--- config.mk ---
export PLATFORM = sky130hd
export DESIGN_NAME = regfile_write_scheduler
export DESIGN_NICKNAME = d
export VERILOG_FILES = /design/src/rtl/regfile_write_scheduler.sv
export SDC_FILE = /design/constraint.sdc
export NUM_CORES = 1
export LEC_CHECK = 0
export CAP_MARGIN = 20
export CORE_ASPECT_RATIO = 1.25
export CORE_MARGIN = 2
export CORE_UTILIZATION = 43
export CTS_CLUSTER_DIAMETER = 60
export DETAILED_ROUTE_END_ITERATION = 8
export GPL_TIMING_DRIVEN = 0
export PLACE_DENSITY = 0.84
export REMOVE_ABC_BUFFERS = 1
export SYNTH_ARGS = -nofsm -noshare
export SYNTH_HDL_FRONTEND = slang
export SYNTH_SLANG_ARGS = --single-unit
--- constraint.sdc ---
create_clock -name clk -period 3.34 [get_ports clk]
set_input_delay 0.835 -clock clk [delete_from_list [all_inputs] [get_ports clk]]
set_output_delay 0.835 -clock clk [all_outputs]
set_load 0.05 [all_outputs]
--- src/rtl/regfile_write_scheduler.sv ---
// regfile_write_scheduler
//   Owns the single write port of registerFile and shares it between the
//   in-order writeback (fixed priority, never back-pressured) and the
//   long-latency unit (valid/ready). Keeps a busy scoreboard of registers
//   whose LLU result is still in flight and raises Stall to decode on
//   RAW/WAW hazards, a full LLU queue, or a starved LLU write.
//
// Ports
//   clk, reset                   clock, asynchronous active-high reset
//   WbEnable/WbAdr/WbData        pipeline writeback request
//   LluValid/LluAdr/LluData      LLU result; LluReady grants the port
//   IssueLlu/IssueAdr            decode issuing an LLU op
//   rs1Adr/rs2Adr                decode sources
//   DecodeWrites/DecodeRd        decode destination (any unit)
//   Stall                        freeze fetch/decode
//   LluFull                      outstanding LLU ops == MAX_OUTSTANDING
//   WriteEnable/rd1Adr/Rd1       registerFile write port
module regfile_write_scheduler #(
  parameter int BIT_COUNT       = 32,
  parameter int REGISTER_COUNT  = 32,
  parameter int MAX_OUTSTANDING = 4,
  parameter int STARVE_LIMIT    = 8,
  localparam int RSW            = $clog2(REGISTER_COUNT)
) (
  input  logic                 clk,
  input  logic                 reset,
  input  logic                 WbEnable,
  input  logic [RSW-1:0]       WbAdr,
  input  logic [BIT_COUNT-1:0] WbData,
  input  logic                 LluValid,
  input  logic [RSW-1:0]       LluAdr,
  input  logic [BIT_COUNT-1:0] LluData,
  output logic                 LluReady,
  input  logic                 IssueLlu,
  input  logic [RSW-1:0]       IssueAdr,
  input  logic [RSW-1:0]       rs1Adr,
  input  logic [RSW-1:0]       rs2Adr,
  input  logic                 DecodeWrites,
  input  logic [RSW-1:0]       DecodeRd,
  output logic                 Stall,
  output logic                 LluFull,
  output logic                 WriteEnable,
  output logic [RSW-1:0]       rd1Adr,
  output logic [BIT_COUNT-1:0] Rd1
);

  localparam int CW = $clog2(MAX_OUTSTANDING + 1);
  localparam int SW = $clog2(STARVE_LIMIT + 1);
  localparam logic [CW-1:0] MAX_CNT    = CW'(MAX_OUTSTANDING);
  localparam logic [SW-1:0] STARVE_MAX = SW'(STARVE_LIMIT);

  logic [REGISTER_COUNT-1:0] r_busy;
  logic [CW-1:0]             r_count;
  logic [SW-1:0]             r_starve;

  logic                      w_grant;
  logic                      w_issue_acc;
  logic                      w_full;
  logic                      w_starve_stall;
  logic                      w_hazard;
  logic [REGISTER_COUNT-1:0] w_busy_nxt;

  // Arbitration: WB always wins; LLU only gets the port on idle WB cycles.
  assign LluReady = !reset && !WbEnable;
  assign w_grant  = LluValid && LluReady;

  always_comb begin
    WriteEnable = 1'b0;
    rd1Adr      = '0;
    Rd1         = '0;
    if (!reset) begin
      if (WbEnable) begin
        rd1Adr = WbAdr;
        Rd1    = WbData;
      end else if (w_grant) begin
        rd1Adr = LluAdr;
        Rd1    = LluData;
      end
      // Writes to x0 are dropped but an LLU grant still completes its handshake.
      WriteEnable = (WbEnable || w_grant) && (rd1Adr != '0);
    end
  end

  // Hazards come from registered state; a grant landing this cycle does not
  // unblock decode until busy clears at the edge.
  assign w_full         = (r_count == MAX_CNT);
  assign w_starve_stall = (r_starve >= STARVE_MAX);
  assign w_hazard = ((rs1Adr != '0) && r_busy[rs1Adr])
                 || ((rs2Adr != '0) && r_busy[rs2Adr])
                 || (DecodeWrites && (DecodeRd != '0) && r_busy[DecodeRd])
                 || (IssueLlu && w_full)
                 || w_starve_stall;

  assign Stall       = !reset && w_hazard;
  assign LluFull     = !reset && w_full;
  assign w_issue_acc = IssueLlu && !Stall;

  always_comb begin
    w_busy_nxt = r_busy;
    if (w_grant) w_busy_nxt[LluAdr] = 1'b0;
    if (w_issue_acc && (IssueAdr != '0)) w_busy_nxt[IssueAdr] = 1'b1;
    w_busy_nxt[0] = 1'b0;
  end

  always_ff @(posedge clk or posedge reset) begin
    if (reset) begin
      r_busy   <= '0;
      r_count  <= '0;
      r_starve <= '0;
    end else begin
      r_busy <= w_busy_nxt;

      // Issue is blocked while full, so the increment cannot overflow.
      if (w_issue_acc && !w_grant)
        r_count <= r_count + CW'(1);
      else if (w_grant && !w_issue_acc && (r_count != '0))
        r_count <= r_count - CW'(1);

      if (!LluValid || w_grant)
        r_starve <= '0;
      else if (r_starve != STARVE_MAX)
        r_starve <= r_starve + SW'(1);
    end
  end

  // An LLU result with nothing outstanding means the LLU and decode disagree.
  a_grant_underflow: assert property (@(posedge clk) disable iff (reset)
    !(w_grant && (r_count == '0)));

endmodule
==> summary.txt <==
I/O Buffers: 140
Die Span Y: 100.8 um
Worst EP required: 3.57 ns
CTS tree: done
Synth Instances: 363
number of diodes: 0
most common cell after layout, fill and taps aside: clkdlybuf4s50_1
Antenna Nets Post-Route: 0
Worst-Margin Slew: 0.5252 ns
clk buf depth: 2
P_leak: 2.006 nW
most frequent cells in the layout: 82 x clkdlybuf4s50_1, 53 x nor2_1, 51 x o21ai_0
Final nets: 590
clk_skew: 0.006146 ns
CTS buffer count: 5
cell row count: 35
layout cell share with drive strength beyond 1: 19.06%
Setup CP Type: in -> reg
Hold Path Origin: r_busy[18]$_DFF_PP0_
hpwl dp: 9191 um
Die ar.: 8205 sq um
post-route setup slack: 0.03112 ns
cell area after synthesis: 3222 sq um
WP data arrival: 3.54 ns
register area: 950.9 sq um
per-cell routed wire length: 20.32 um
status: finished, final reports clean
worst hold slack: 0.5684 ns
H-tree levels: 2
reg2reg start: r_busy[7]$_DFF_PP0_
Post-Syn Area per Cell: 8.876 sq um
Worst-Skew Late Latency: 0.29 ns
GR Overflow Total: 0
Root Buffer: clkbuf_8
Setup violations, final: 0
FFs w/ async S/R, synth: 100.0%
Core ar.: 7313 sq um
1st-pass router iterations: 6
area of the multi-input gates: 2120 sq um
fin util: 64.14%
antenna violations before repair: 0
Max FO, Critical Path: 9
Synth Register Bits: 38
ys flop type: dfrtp_1
Worst Hold Class: reg -> reg
pre-CTS setup slack: -1.252 ns
GRT Overall Usage: 28.95%
clock net sink count: 38
Post-synth EDFFs: 0
final count of hold timing violations: 0
I/O Pins: 141
peak supply drop: 0.2637 mV
Initial Util: 44.05%
vias per cell: 6.397
Max Clk Rate: 302.2 MHz
max_cap viols: 0
Layout area overhead: 45.59%
Synth Warn #: 0
RSZ-0062 raised after global routing: yes
Yosys cell types: 53
largest net degree at the start of global routing: 43
Max Slew Vio Count: 0
fin crit share: 99.07%
Critical Path End Type: flip-flop
gp weighted congestion: 1.003
Max-slew headroom: 64.93%
first-pass GRT wire length: 17,940 um
post-synthesis sequential area ratio: 29.51%
Routed WL: 11,790 um
Startpoint Class: primary input
vias in the first global route: 3,669
Critical Path Start: rs1Adr[0]
min Tclk post-route: 3.309 ns
power per cell area: 427.8 nW/um^2
post-route DRC violation count: 0
die width: 81.42 um
drt initial violations: 441
via count: 3,710
Clk pin slew, worst setup/hold paths: 0.08 ns
FILL cells: 618
[flip-flops by register name (all words and copies together), names as in the netlist]
name	cells
r_busy	31
r_starve	4
r_count	3
[layer usage]
layer | vias to the layer above | GRT usage [%] | share of wire (%)
met4 | 0 | 11.34 | 4.1
met3 | 57 | 9.050 | 13
li1 | 1621 | - | -
met5 | - | 0 | 0
met1 | 1729 | 33.66 | 35
met2 | 303 | 49.12 | 48
[critical path: stages]
cell and delay (ns):
buf_4 0.20, mux4_2 0.51, mux2i_1 0.21, o32a_1 0.19, a41o_1 0.18, and4_4 0.26
nand2_2 0.06, fa_2 0.36, or4_1 0.49, a21o_1 0.17, nand3_1 0.07
[timing repair]
item,in CTS,in global routing
resized for setup,156,54
endpoints found under the setup margin,73,32
setup buffers,3,1
hold buffers,0,0
pin swaps,5,3
[kinds of logic (layout without fill, tap and decap cells)]
kind of cell,after synthesis,after routing,synth area share [%]
AOI/OAI and AO/OA,121,121,24.16
xor gates and xnor gates,3,3,0.8157
adders and majority gates,3,3,1.398
buffers and inverters,43,168,5.592
DFF,38,38,29.51
muxes,33,33,18.45
and+or+nand+nor,122,122,20.08
[synthesized netlist by cell type, types with 3 or more instances]
cell type / instances / share of area (%)
o21ai_1: 3 / 0.47
o21ai_0: 51 / 7.9
a22o_1: 6 / 1.6
or3_1: 3 / 0.58
or3b_2: 3 / 0.82
nand3b_1: 8 / 1.9
clkbuf_1: 23 / 2.7
inv_1: 14 / 1.6
mux2i_1: 11 / 3.4
nand3_1: 8 / 1.2
nor2_1: 53 / 6.2
mux4_2: 21 / 15
nand2_1: 21 / 2.4
a22oi_1: 35 / 8.2
dfrtp_1: 38 / 30
or4_1: 6 / 1.4
buf_2: 3 / 0.47
nor3_1: 5 / 0.78
a21oi_1: 8 / 1.2
[through the flow]
| stage | total power [mW] | instances | area, sq um | setup TNS [ns] |
|---|---|---|---|---|
| after global placement | 1.618 | 566 | 4611 | -179.97 |
| after CTS | 1.995 | 579 | 4787 | 0 |
| after floorplan | 1.280 | 334 | 3094 | -11.69 |
| final | 2.007 | 580 | 4691 | 0 |
| after detailed placement | 1.669 | 568 | 4651 | -53.92 |
| after global routing | 2.116 | 580 | 4691 | -0.03364 |
[cell type report]
cell class	count	share of cell area, %
tap	92	2.454
multi-input combinational	282	45.19
clock inverter	2	0.2667
timing repair buffer	146	28.83
clock buffer	6	1.760
sequential	38	20.27
inverter	14	1.227
[report_power, final]
| group | switching, mW | internal (mW) | leakage [nW] |
|---|---|---|---|
| logic | 0.454 | 0.460 | 1.49 |
| clock network | 0.165 | 0.166 | 0.0472 |
| registers | 0.165 | 0.597 | 0.468 |
[path summary, 6_finish.rpt]
kind                            slack [ns]  cells past startpoint                      to
worst max-delay path                  0.03                     11  r_count[2]$_DFFE_PP0P_
worst min-delay path                  0.57                      2    r_busy[18]$_DFF_PP0_
worst max register to register        0.28                      9  r_count[2]$_DFFE_PP0P_
worst min register to register        0.57                      2    r_busy[18]$_DFF_PP0_
max in group asynchronous             2.30                      2  r_count[2]$_DFFE_PP0P_
min in group asynchronous             0.76                      2     r_busy[1]$_DFF_PP0_
No activity file was read; power rests on OpenSTA's default activity.
